## src/rtl/ps2_mouse_rx_ctrl_pkg.sv

```systemverilog
// Shared types and constants for the PS/2 mouse receive path.
// The FSM state encoding and the movement-packet byte0 field positions live here.
package ps2_mouse_rx_ctrl_pkg;

    typedef enum logic [1:0] {
        ST_IDLE  = 2'd0,
        ST_SHIFT = 2'd1,
        ST_CHECK = 2'd2
    } state_t;

    localparam int FRAME_BITS = 10;   // d0..d7, parity, stop (start is consumed in IDLE)
    localparam int PKT_BYTES  = 3;

    localparam int B0_BTN_MSB = 2;
    localparam int B0_SYNC    = 3;
    localparam int B0_XSIGN   = 4;
    localparam int B0_YSIGN   = 5;
    localparam int B0_XOVF    = 6;
    localparam int B0_YOVF    = 7;

    // sr holds {stop, parity, d7..d0}; odd parity over data plus parity bit
    function automatic logic frame_ok(input logic [9:0] sr);
        return (^sr[8:0]) && sr[9];
    endfunction

endpackage

```

## src/rtl/ps2_clk_edge_filter.sv

```systemverilog
// Synchronises the raw PS/2 clock, requires FILT_LEN equal samples before the
// filtered level changes, and emits a one-cycle strobe on its falling transition.
module ps2_clk_edge_filter #(
    parameter int FILT_LEN = 8
) (
    input  logic clk,
    input  logic rst_n,
    input  logic ps2_clk,
    output logic fall
);

    logic [1:0]          sync;
    logic [FILT_LEN-1:0] hist;
    logic                level;

    always_ff @(posedge clk or negedge rst_n) begin
        if (!rst_n) begin
            sync  <= '0;
            hist  <= '0;
            level <= 1'b0;
            fall  <= 1'b0;
        end else begin
            sync <= {sync[0], ps2_clk};
            hist <= {hist[FILT_LEN-2:0], sync[1]};
            if (&hist)
                level <= 1'b1;
            else if (hist == '0)
                level <= 1'b0;
            fall <= level && (hist == '0);
        end
    end

endmodule

```

## src/rtl/ps2_mouse_rx_ctrl.sv

```systemverilog
// PS/2 mouse receiver: frame FSM, byte alignment, 3-byte packet assembly,
// valid/ready output stage and an inactivity watchdog.
//
// state  | meaning
// IDLE   | waiting for a start bit (fall with data low)
// SHIFT  | sampling d0..d7, parity, stop on each fall
// CHECK  | one cycle: validate frame, store byte or flag error
module ps2_mouse_rx_ctrl
    import ps2_mouse_rx_ctrl_pkg::*;
#(
    parameter int FILT_LEN    = 8,
    parameter int TIMEOUT_CYC = 50000,
    parameter int TO_W        = 16
) (
    input  logic       clk,
    input  logic       rst_n,
    input  logic       ps2_clk,
    input  logic       ps2_data,
    input  logic       en,
    output logic       pkt_valid,
    input  logic       pkt_ready,
    output logic [2:0] pkt_btn,
    output logic [8:0] pkt_dx,
    output logic [8:0] pkt_dy,
    output logic [1:0] pkt_ovf,
    output logic       frame_err,
    output logic       pkt_drop,
    output logic       busy
);

    state_t            state, state_nxt;
    logic              clk_fall;
    logic [1:0]        data_sync;
    logic              data_s;
    logic [3:0]        bit_cnt;
    logic [9:0]        sr;
    logic [1:0]        byte_idx;
    logic [7:0]        byte0, byte1;
    logic [TO_W-1:0]   wd_cnt;
    logic              timeout;
    logic              start_frame, shift_en, chk_pass, chk_fail;
    logic              err_nxt, load_pkt;

    ps2_clk_edge_filter #(.FILT_LEN(FILT_LEN)) u_clk_filt (
        .clk     (clk),
        .rst_n   (rst_n),
        .ps2_clk (ps2_clk),
        .fall    (clk_fall)
    );

    assign data_s  = data_sync[1];
    assign busy    = (state != ST_IDLE) || (byte_idx != 2'd0);
    // a fall in the expiry cycle counts as activity, so it wins over the watchdog
    assign timeout = busy && (wd_cnt == '0) && !clk_fall;

    always_ff @(posedge clk or negedge rst_n) begin
        if (!rst_n)
            state <= ST_IDLE;
        else
            state <= state_nxt;
    end

    always_comb begin
        state_nxt   = state;
        start_frame = 1'b0;
        shift_en    = 1'b0;
        chk_pass    = 1'b0;
        chk_fail    = 1'b0;
        if (!en || timeout) begin
            state_nxt = ST_IDLE;
        end else begin
            case (state)
                ST_IDLE: begin
                    if (clk_fall && !data_s) begin
                        state_nxt   = ST_SHIFT;
                        start_frame = 1'b1;
                    end
                end
                ST_SHIFT: begin
                    if (clk_fall) begin
                        shift_en = 1'b1;
                        if (bit_cnt == 4'(FRAME_BITS - 1))
                            state_nxt = ST_CHECK;
                    end
                end
                ST_CHECK: begin
                    state_nxt = ST_IDLE;
                    if (frame_ok(sr))
                        chk_pass = 1'b1;
                    else
                        chk_fail = 1'b1;
                end
                default: state_nxt = ST_IDLE;
            endcase
        end
        err_nxt  = chk_fail || (en && timeout && (state != ST_IDLE));
        load_pkt = chk_pass && (byte_idx == 2'(PKT_BYTES - 1));
    end

    always_ff @(posedge clk or negedge rst_n) begin
        if (!rst_n) begin
            data_sync <= '0;
            bit_cnt   <= '0;
            sr        <= '0;
            byte_idx  <= '0;
            byte0     <= '0;
            byte1     <= '0;
            wd_cnt    <= TO_W'(TIMEOUT_CYC);
            frame_err <= 1'b0;
            pkt_valid <= 1'b0;
            pkt_drop  <= 1'b0;
            pkt_btn   <= '0;
            pkt_dx    <= '0;
            pkt_dy    <= '0;
            pkt_ovf   <= '0;
        end else begin
            data_sync <= {data_sync[0], ps2_data};
            frame_err <= err_nxt;

            if (start_frame)
                bit_cnt <= '0;
            else if (shift_en)
                bit_cnt <= bit_cnt + 4'd1;

            if (shift_en)
                sr <= {data_s, sr[9:1]};

            if (clk_fall)
                wd_cnt <= TO_W'(TIMEOUT_CYC);
            else if (busy && (wd_cnt != '0))
                wd_cnt <= wd_cnt - 1'b1;

            if (!en || timeout || chk_fail) begin
                byte_idx <= '0;
            end else if (chk_pass) begin
                case (byte_idx)
                    2'd0: begin
                        // byte0 always carries bit3 set; anything else is misaligned
                        if (sr[B0_SYNC]) begin
                            byte0    <= sr[7:0];
                            byte_idx <= 2'd1;
                        end
                    end
                    2'd1: begin
                        byte1    <= sr[7:0];
                        byte_idx <= 2'd2;
                    end
                    default: byte_idx <= '0;
                endcase
            end

            if (load_pkt && (!pkt_valid || pkt_ready)) begin
                pkt_valid <= 1'b1;
                pkt_btn   <= byte0[B0_BTN_MSB:0];
                pkt_dx    <= {byte0[B0_XSIGN], byte1};
                pkt_dy    <= {byte0[B0_YSIGN], sr[7:0]};
                pkt_ovf   <= {byte0[B0_YOVF], byte0[B0_XOVF]};
            end else if (pkt_valid && pkt_ready) begin
                pkt_valid <= 1'b0;
            end

            if (!en)
                pkt_drop <= 1'b0;
            else if (load_pkt && pkt_valid && !pkt_ready)
                pkt_drop <= 1'b1;
        end
    end

endmodule

```

## config.mk

```make
export PLATFORM = sky130hd
export DESIGN_NAME = ps2_mouse_rx_ctrl
export DESIGN_NICKNAME = d
export VERILOG_FILES = /design/src/rtl/ps2_mouse_rx_ctrl_pkg.sv /design/src/rtl/ps2_clk_edge_filter.sv /design/src/rtl/ps2_mouse_rx_ctrl.sv
export SDC_FILE = /design/constraint.sdc
export NUM_CORES = 1
export LEC_CHECK = 0
export ABC_AREA = 1
export CAP_MARGIN = 20
export CELL_PAD_IN_SITES_DETAIL_PLACEMENT = 1
export CELL_PAD_IN_SITES_GLOBAL_PLACEMENT = 2
export CORE_MARGIN = 1
export CORE_UTILIZATION = 32
export DETAILED_ROUTE_END_ITERATION = 8
export PLACE_DENSITY_LB_ADDON = 0.25
export REMOVE_ABC_BUFFERS = 1
export SYNTH_ARGS = -nofsm -noshare
export SYNTH_HDL_FRONTEND = slang
export SYNTH_SLANG_ARGS = --single-unit
```

## constraint.sdc

```tcl
create_clock -name clk -period 1.5 [get_ports clk]
set_input_delay 0.3 -clock clk [delete_from_list [all_inputs] [get_ports clk]]
set_output_delay 0.3 -clock clk [all_outputs]
set_load 0.05 [all_outputs]
```

==> results of run 1 <==
## cell families after synthesis
| group | after synthesis |
|---|---|
| xor+xnor | 2 |
| flops | 89 |
| compound gates | 55 |
| simple gates | 239 |
| buf+inv | 56 |
| fa+ha+maj | 4 |
## what timing repair did
item / in CTS / in global routing
cloned: 2 / 3
endpoints found under the hold margin: 10 / 0
hold buffers: 1 / 0
gates resized for setup: 119 / 103
setup buffers: 26 / 25
pin swaps: 31 / 35
setup endpoints to repair: 76 / 76
## stage by stage
stage               instances  instance area (um2)
global route              770                 6760
detailed placement        710                 5350
CTS                       753                 6220
global placement          710                 5350
finish                    770                 6760
floorplan                 429                 3890
## routing by layer
metal	vias to the layer above	routed length [um]
met5	-	0
met4	0	342
met3	29	336
met2	56	7090
met1	1909	5190
li1	1790	-
## where the power goes
| group | switching, mW | internal, mW | leakage, nW |
|---|---|---|---|
| Clock | 0.931 | 1.17 | 0.131 |
| Combinational | 0.134 | 0.102 | 1.93 |
| Sequential | 0.0147 | 2.43 | 1.19 |
## flip-flops by register name, indices dropped and copies added (netlist names)
register          count
byte0                 7
byte1                 8
u_clk_filt.level      1
data_sync             2
pkt_btn               3
u_clk_filt.sync       2
byte_idx              2
sr                   10
bit_cnt               4
pkt_dx                9
pkt_ovf               2
pkt_dy                9
wd_cnt               16
pkt_valid             1
frame_err             1
u_clk_filt.hist       8
state                 2
u_clk_filt.fall       1
pkt_drop              1
## layout make-up
| cell class | instances | share of cell area [%] |
|---|---|---|
| Clock inverter | 2 | 0.204 |
| Sequential cell | 89 | 33.1 |
| Clock buffer | 14 | 3.76 |
| Tap cell | 168 | 3.11 |
| Multi-Input combinational cell | 301 | 30.8 |
| Inverter | 40 | 2.37 |
| Timing Repair Buffer | 156 | 26.7 |
## worst max path at each step
| stage | startpoint | to | depth (start not counted) |
|---|---|---|---|
| global route | sr[7] | pkt_ovf[1] | 13 |
| global placement | wd_cnt[1] | byte1[5] | 12 |
| detailed placement | wd_cnt[1] | byte1[0] | 12 |
| CTS | sr[7] | pkt_dy[5] | 13 |
| floorplan | byte_idx[1] | pkt_btn[0] | 10 |
| finish | wd_cnt[13] | pkt_ovf[1] | 12 |
## cell usage in the layout (no fill, tap or decap), types with 15 or more instances in the layout
cell / instances
dfrtp_1: 82
buf_4: 80
nand2_1: 75
nand2_2: 41
nand4_1: 38
buf_12: 32
buf_6: 31
inv_1: 28
nor2_1: 21
o21ai_2: 19
nand2_4: 15
o21ai_1: 15
## worst register-to-register path, delay by kind of cell (launching register included)
family	cells	cell delay, ns
flip-flops	1	0.41
buffers and inverters	3	0.36
AND/OR/NAND/NOR	9	1.04
==> impl_metrics.json, run 1 <==
{
  "synthMuxAreaShare_pct": 0,
  "grt_overflow": 0,
  "io_pins": 33,
  "multi_input_comb_area_mm2": 0.00208,
  "die_w_um": 114,
  "row_count": 40,
  "cp-start-kind": "register",
  "arrival_ns": 2.17,
  "start_util_pct": 33.0,
  "min_path_cells": 0,
  "yosys-top-cells-count": "nand2_1, dfrtp_1, nand4_1",
  "holdWs_ns": 0.348,
  "synthXorXnorAreaFrac_pct": 0.439,
  "post-route-min-period_ns": 1.93,
  "maxCapViolCount": 0,
  "viasPerCell": 4.91,
  "synth_top_family_by_area": "simple AND/OR/NAND/NOR gates",
  "drt_pass1_iterations": 4,
  "synth_top_area_share_pct": 52.1,
  "coreArea_mm2": 0.0121,
  "antenna_found_initial": 0,
  "ant_nets": 0,
  "rsz0062_at_grt": "yes",
  "wl_per_cell_um": 16.8,
  "setup_ws_ns": -0.427,
  "cts.sinks": 89,
  "ys.flop_type": "dfrtp_1",
  "power.total_mw": 4.78,
  "final_core_util_pct": 56.1,
  "fin_nets": 607,
  "routed_wl_um": 13000,
  "grt_max_degree": 51,
  "htreeDepth": 3,
  "synth_edf_count": 0,
  "crit_path_cell_trace": "nor2_2 > nand2_2 > nor2_4 > nand3_4 > nand2_4 > inv_4 > nand2_2 > nor2_8 > buf_8 > clkbuf_16 > nand4_1 > nand2_2",
  "status": "complete, but fails checks",
  "drive_gt1_share_pct": 51.2,
  "worstMarginPinSlew_ns": 0.650,
  "leakage_nw": 3.25,
  "syn_area_mm2": 0.00399,
  "async_flop_share_pct": 100,
  "cts_tree": "built",
  "vias": 3784,
  "yosys.area_share.simple_pct": 28.0,
  "grt_util_met2_pct": 37.4,
  "end_kind": "register",
  "syn_avg_cell_area_um2": 8.96,
  "track_usage_pct": 20.3,
  "met1_usage_pct": 23.1,
  "r2r-start": "wd_cnt[13]",
  "drc": 0,
  "slew_viol_final": 0,
  "cp_top_family": "simple AND/OR/NAND/NOR gates",
  "drtIter0Drc": 123,
  "slew_headroom_pct": 56.5,
  "synth_compound_area_share_pct": 8.10,
  "die_area_mm2": 0.0129,
  "busiest_layer": "met2",
  "synth_warnings": 0,
  "dp_slack_ns": -0.406,
  "port_buffers": 32,
  "synth.ff_latch_count": 89,
  "seq_area_mm2": 0.00224,
  "reg2reg_depth": 12,
  "synthTopCellsByArea": "dfrtp_1, nand2_1, nand4_1",
  "synth_top_cell_by_area": "dfrtp_1",
  "synth.distinct_cells": 36,
  "syn_inst": 445,
  "die_height_um": 114,
  "period_share_pct": 128,
  "max_freq_ghz": 0.519,
  "insertion_delay_ns": 0.35,
  "grt_pass1_vias": 4097,
  "path_class": "register to register",
  "setup_viol": 76,
  "nFillCells": 1268,
  "crit_top_cell": "nand2_2",
  "fin_skew_ns": 0.00743,
  "root_buffer": "clkbuf_16",
  "path_clk_slew_ns": 0.06,
  "place.gp.congestion": 0.748,
  "grtUsageMet3_pct": 3.88,
  "cpMaxStageDelayCell": "dfrtp_1",
  "cp_num_buf_inv": 3,
  "whs_endpoint": "data_sync[1]",
  "diodes": 0,
  "critical-path-max-stage-delay_ns": 0.41,
  "dp_hpwl_um": 7590,
  "violations": "negative setup slack",
  "area_growth_syn_to_layout_pct": 69.6,
  "hold_viol": 0,
  "cp_max_fo": 9,
  "ys_seq_area_share_pct": 56.1,
  "grt_pass1_wl_um": 20100,
  "r2r_end": "pkt_ovf[1]",
  "crit_required_ns": 1.74,
  "clk_path_buf_depth": 2,
  "min_from": "data_sync[0]",
  "cts-buffers-inserted": 9,
  "yosysMostFrequentCell": "nand2_1",
  "synth_fa_ha_area_share_pct": 1.26,
  "power.density_mw_per_mm2": 707,
  "tns_ns": -23.42,
  "hold_path_class": "register to register",
  "ff2ff_setup_slack_ns": -0.43,
  "vdd_drop_max_v": 0.000662
}
No activity file was read; power rests on OpenSTA's default activity.
==> run 2: changes to the inputs <==
Settings changed: ABC_AREA 1 to unset, CORE_UTILIZATION 32 to 36.
==> run 2 against run 1 <==
  * The run still ends with negative setup slack left
  * Global-route usage is 1.7 points lower
  * Critical endpoint is now pkt_dy[5]
  * Routed wire length is 22% lower
  * Fmax is 23% lower
  * Sequential share of layout area is 4.3 points higher
  * Register-to-register slack worse by 0.57 ns
==> impl_metrics.json, run 2 <==
{
  "status": "complete, but fails checks",
  "violations": "negative setup slack",
  "reg_top3": "wd_cnt: 16 flops, sr: 10 flops",
  "synthTopCellsByArea": "dfrtp_1, mux2_2, mux2_4",
  "die_w_um": 106,
  "cp_top_family": "XOR/XNOR gates",
  "finalInstanceArea_mm2": 0.00598,
  "largest_reg_flops": 16,
  "port_buffers": 32,
  "syn_avg_cell_area_um2": 13.6,
  "root_buffer": "clkbuf_8",
  "grt_pass1_wl_um": 15800,
  "holdWs_ns": 0.360,
  "min_path_cells": 0,
  "slew_headroom_pct": 66.6,
  "max_freq_ghz": 0.401,
  "synth_edf_count": 0,
  "ys.flop_type": "dfrtp_1",
  "min_from": "u_clk_filt.sync[1]",
  "drive_gt1_share_pct": 57.5,
  "cp_max_fo": 12,
  "synth.ff_latch_count": 89,
  "highest_layer": "met4",
  "maxCapViolCount": 0,
  "grt_max_degree": 90,
  "io_pins": 33,
  "critical-path-max-stage-delay_ns": 0.56,
  "htreeDepth": 3,
  "yosys-top-cells-count": "dfrtp_1, mux2_2, mux2_4",
  "hold_path_class": "register to register",
  "antenna_found_initial": 0,
  "wl_per_cell_um": 18.1,
  "setup_viol": 74,
  "ff2ff_setup_slack_ns": -0.99,
  "synth.distinct_cells": 45,
  "fin_skew_ns": 0.0124,
  "dp_hpwl_um": 5820,
  "post-route-min-period_ns": 2.49,
  "clk_path_buf_depth": 2,
  "ys_seq_area_share_pct": 57.9,
  "async_flop_share_pct": 100,
  "die_area_mm2": 0.0111,
  "tns_ns": -46.88,
  "final_common_cell": "dfrtp_1",
  "grt_overflow": 0,
  "vias": 2722,
  "end_kind": "register",
  "dpl_cell_area_mm2": 0.00506,
  "cts-buffers-inserted": 9,
  "final_core_util_pct": 57.6,
  "routed_wl_um": 10100,
  "r2r-start": "sr[4]",
  "reg2reg_depth": 7,
  "cts_tree": "built",
  "vdd_drop_max_v": 0.000540,
  "whs_endpoint": "u_clk_filt.hist[0]",
  "yosysMostFrequentCell": "dfrtp_1",
  "start_util_pct": 37.2,
  "syn_area_mm2": 0.00386,
  "insertion_delay_ns": 0.36,
  "met3_length_um": 224,
  "grt_pass1_vias": 3036,
  "slew_viol_final": 0,
  "power.density_mw_per_mm2": 730,
  "power.total_mw": 4.36,
  "synth_warnings": 0,
  "path_clk_slew_ns": 0.09,
  "viasPerCell": 4.90,
  "synth_top_cell_by_area": "dfrtp_1",
  "diodes": 0,
  "coreArea_mm2": 0.0104,
  "area_growth_syn_to_layout_pct": 54.9,
  "cts.sinks": 89,
  "period_share_pct": 166,
  "cp-start-kind": "register",
  "drt_pass1_iterations": 4,
  "die_height_um": 106,
  "place_inst": 509,
  "layoutNonFillerInstCount": 555,
  "leakage_nw": 2.88,
  "track_usage_pct": 18.5,
  "setup_ws_ns": -0.993,
  "r2r_end": "pkt_dy[5]",
  "layout_common_cells": "dfrtp_1, buf_4, buf_12",
  "hold_viol": 0,
  "arrival_ns": 2.73,
  "syn_inst": 284,
  "cp_num_buf_inv": 2,
  "row_count": 37,
  "crit_path_cell_trace": "xnor2_1 > xnor3_2 > xnor2_2 > buf_4 > or4_4 > buf_12 > mux2_4",
  "drc": 0,
  "ant_nets": 0,
  "drtIter0Drc": 83,
  "regMostFlops": "wd_cnt",
  "worstMarginPinSlew_ns": 0.502,
  "crit_required_ns": 1.74,
  "wl_met1_um": 4360,
  "dp_slack_ns": -1.07,
  "met2WireLength_um": 5310,
  "place.gp.congestion": 0.737,
  "rsz0062_at_grt": "yes",
  "fin_nets": 424,
  "synth_top_area_share_pct": 53.8,
  "path_class": "register to register",
  "cpMaxStageDelayCell": "or4_4"
}
==> run 2: worst max path at each step <==
stage                    start         end  slack, ns  cells past startpoint
CTS                      sr[2]   pkt_dy[5]      -0.98                      7
floorplan           wd_cnt[11]   pkt_dx[0]      -1.58                      5
finish                   sr[4]   pkt_dy[5]      -0.99                      7
global placement         sr[6]   pkt_dy[8]      -1.03                      7
detailed placement       sr[2]  pkt_btn[2]      -1.07                      7
global route             sr[4]   pkt_dy[5]      -1.05                      7
==> run 2: cell families (layout without fill, tap and decap cells) <==
| kind of cell | count (synthesis) | count (layout) | synth area share (%) |
|---|---|---|---|
| and+or+nand+nor | 80 | 80 | 12.2 |
| AOI/OAI and AO/OA | 25 | 25 | 4.57 |
| muxes | 49 | 49 | 16.2 |
| DFF | 89 | 89 | 57.9 |
| xor gates and xnor gates | 20 | 20 | 5.12 |
| buffers and inverters | 17 | 152 | 2.72 |
| adders and majority gates | 4 | 4 | 1.30 |
==> run 2: power by group <==
group,internal (mW),switching (mW)
sequential,2.42,0.0150
combinational,0.0884,0.101
clock,0.873,0.862
total,3.38,0.978
==> run 2: cell type report <==
| cell class | instances | area [um2] |
|---|---|---|
| Tap cell | 136 | 170 |
| Fill cell | 1021 | 4390 |
| Clock inverter | 3 | 47.5 |
| Clock buffer | 13 | 159 |
| Sequential cell | 89 | 2240 |
| Timing Repair Buffer | 130 | 1510 |
| Multi-Input combinational cell | 178 | 1830 |
| Inverter | 6 | 25.0 |
==> run 2: layer usage <==
metal / GRT usage (%) / vias up
met5: 0 / -
met4: 7.54 / 0
met3: 3.90 / 16
met2: 30.8 / 33
met1: 23.5 / 1404
li1: - / 1269
==> run 2: repair_timing <==
item,in CTS,in global routing
pin swaps,24,26
gates resized for setup,81,29
hold endpoints to repair,26,0
buffers inserted,16,16
cloned,1,0
setup endpoints to repair,76,76
hold buffers,1,0
==> run 3: changes to the inputs <==
Settings changed: PLACE_DENSITY_LB_ADDON 0.25 to 0.1.
==> run 3 against run 2 <==
  * The flow still finishes with violations (negative setup slack)
  * Global-route usage fell by 0.13 points
  * Flip-flop and latch count did not move
  * Combinational power fell by 11%
  * Critical path depth fell by 1
  * Utilization did not move
  * Via count rose by 1.3%
  * Critical endpoint is now pkt_dy[8]
  * Sequential power barely moved
  * Die area did not move
  * Clock-buffer cell count fell by 2
  * First-iteration DRC count rose by 22%
  * Sequential share of layout area barely moved
==> impl_metrics.json, run 3 (synthesized netlist as in run 2, its figures left out) <==
{
  "layout_common_cells": "dfrtp_1, buf_4, buf_12",
  "cp-start-kind": "register",
  "start_util_pct": 37.2,
  "wl_per_cell_um": 16.9,
  "hold_viol": 0,
  "crit_start": "state[0]",
  "power_frac_seq_pct": 53.9,
  "drc": 0,
  "reg_top3": "wd_cnt: 16 flops, sr: 10 flops",
  "port_buffers": 32,
  "vias": 2758,
  "fin_skew_ns": 0.0140,
  "r2r-start": "state[0]",
  "critical-path-max-stage-delay_ns": 0.54,
  "io_pins": 33,
  "switchingPower_mw": 1.02,
  "post-route-min-period_ns": 2.50,
  "ff2ff_setup_slack_ns": -1.0,
  "die_area_mm2": 0.0111,
  "coreArea_mm2": 0.0104,
  "grt_overflow": 0,
  "grt_max_degree": 90,
  "antenna_found_initial": 0,
  "routed_wl_um": 9460,
  "grt_pass1_wl_um": 15700,
  "cpMaxStageDelayCell": "or4_4",
  "power.total_mw": 4.52,
  "row_count": 37,
  "min_from": "data_sync[0]",
  "end_kind": "register",
  "crit_path_cell_trace": "nand2b_1 > or3b_1 > buf_4 > or4_4 > bufbuf_16 > mux2_4",
  "hold_path_class": "register to register",
  "ant_nets": 0,
  "arrival_ns": 2.74,
  "track_usage_pct": 18.4,
  "cts.sinks": 89,
  "min_path_cells": 0,
  "regMostFlops": "wd_cnt",
  "insertion_delay_ns": 0.36,
  "maxCapViolCount": 0,
  "slew_headroom_pct": 67.6,
  "dp_hpwl_um": 5650,
  "drt_pass1_iterations": 4,
  "cts-buffers-inserted": 9,
  "switching_share_pct": 22.6,
  "cts_tree": "built",
  "status": "complete, but fails checks",
  "drive_gt1_share_pct": 57.3,
  "rsz0062_at_grt": "yes",
  "clockPowerShare_pct": 42.3,
  "largest_reg_flops": 16,
  "fin_nets": 427,
  "seq_area_mm2": 0.00224,
  "cp_max_fo": 7,
  "crit_required_ns": 1.75,
  "setup_ws_ns": -0.998,
  "die_height_um": 106,
  "period_share_pct": 167,
  "violations": "negative setup slack",
  "cp_top_family": "simple AND/OR/NAND/NOR gates",
  "htreeDepth": 3,
  "cp_num_buf_inv": 2,
  "leakage_nw": 2.88,
  "die_w_um": 106,
  "p_int_mw": 3.49,
  "diodes": 0,
  "dpl_cell_area_mm2": 0.00511,
  "path_clk_slew_ns": 0.09,
  "place.gp.congestion": 0.721,
  "r2r_end": "pkt_dy[8]",
  "final_common_cell": "dfrtp_1",
  "multi_input_comb_area_mm2": 0.00176,
  "viasPerCell": 4.94,
  "setup_viol": 76,
  "worstMarginPinSlew_ns": 0.487,
  "power_frac_comb_pct": 3.7,
  "slew_viol_final": 0,
  "final_core_util_pct": 57.6,
  "path_class": "register to register",
  "vdd_drop_max_v": 0.000529,
  "finalInstanceArea_mm2": 0.00598,
  "nFillCells": 1028,
  "clk_path_buf_depth": 2,
  "root_buffer": "clkbuf_8",
  "area_growth_syn_to_layout_pct": 54.9,
  "max_freq_ghz": 0.400,
  "power.density_mw_per_mm2": 755,
  "reg2reg_depth": 6,
  "drtIter0Drc": 101,
  "whs_endpoint": "data_sync[1]",
  "grt_pass1_vias": 3084
}
run 3: metrics by stage:
step	hold slack [ns]	std cells	setup WS, ns	setup TNS, ns
finish	0.356	558	-0.998	-46.51
global route	0.353	558	-1.04	-51.70
CTS	0.352	550	-1.01	-44.72
detailed placement	0.336	512	-1.11	-57.39
global placement	0.333	512	-1.06	-54.31
floorplan	0.00441	273	-1.58	-60.03
run 3: power groups by stage:
stage	registers (mW)	clock network, mW	logic, mW
after detailed placement	2.48	0	0.124
after CTS	2.44	1.96	0.161
after floorplan	2.48	0	0.0250
after global routing	2.44	2.05	0.185
final	2.44	1.91	0.168
after global placement	2.48	0	0.121
run 3: cell type report:
class / instances / area share (%)
clock buffer: 11 / 2.37
clock inverter: 5 / 1.47
inverter: 6 / 0.419
multi-input combinational: 178 / 29.5
sequential: 89 / 37.4
tap: 136 / 2.85
timing repair buffer: 133 / 26.0
run 3: how the worst max path moves through the flow:
stage	to	cells after the start
floorplan	pkt_dx[0]	5
global placement	pkt_btn[2]	7
detailed placement	pkt_dx[4]	7
CTS	pkt_dy[8]	7
global route	pkt_dy[6]	6
finish	pkt_dy[8]	6
run 3: routing by layer:
layer	vias to the layer above	share of wire, %	global-route usage (%)
met2	32	54	33.3
met5	-	0	0
met4	0	1.6	6.85
met1	1438	42	21.8
met3	13	2.2	3.03
li1	1275	-	-
run 3: repair_timing:
action                                  4_1_cts  5_1_grt
endpoints found under the setup margin       76       76
hold buffers                                  1        0
pin swaps                                    41       19
buffers inserted                             20       11
hold endpoints to repair                     36        0
gates cloned                                  2        0
gates resized for setup                      69       20
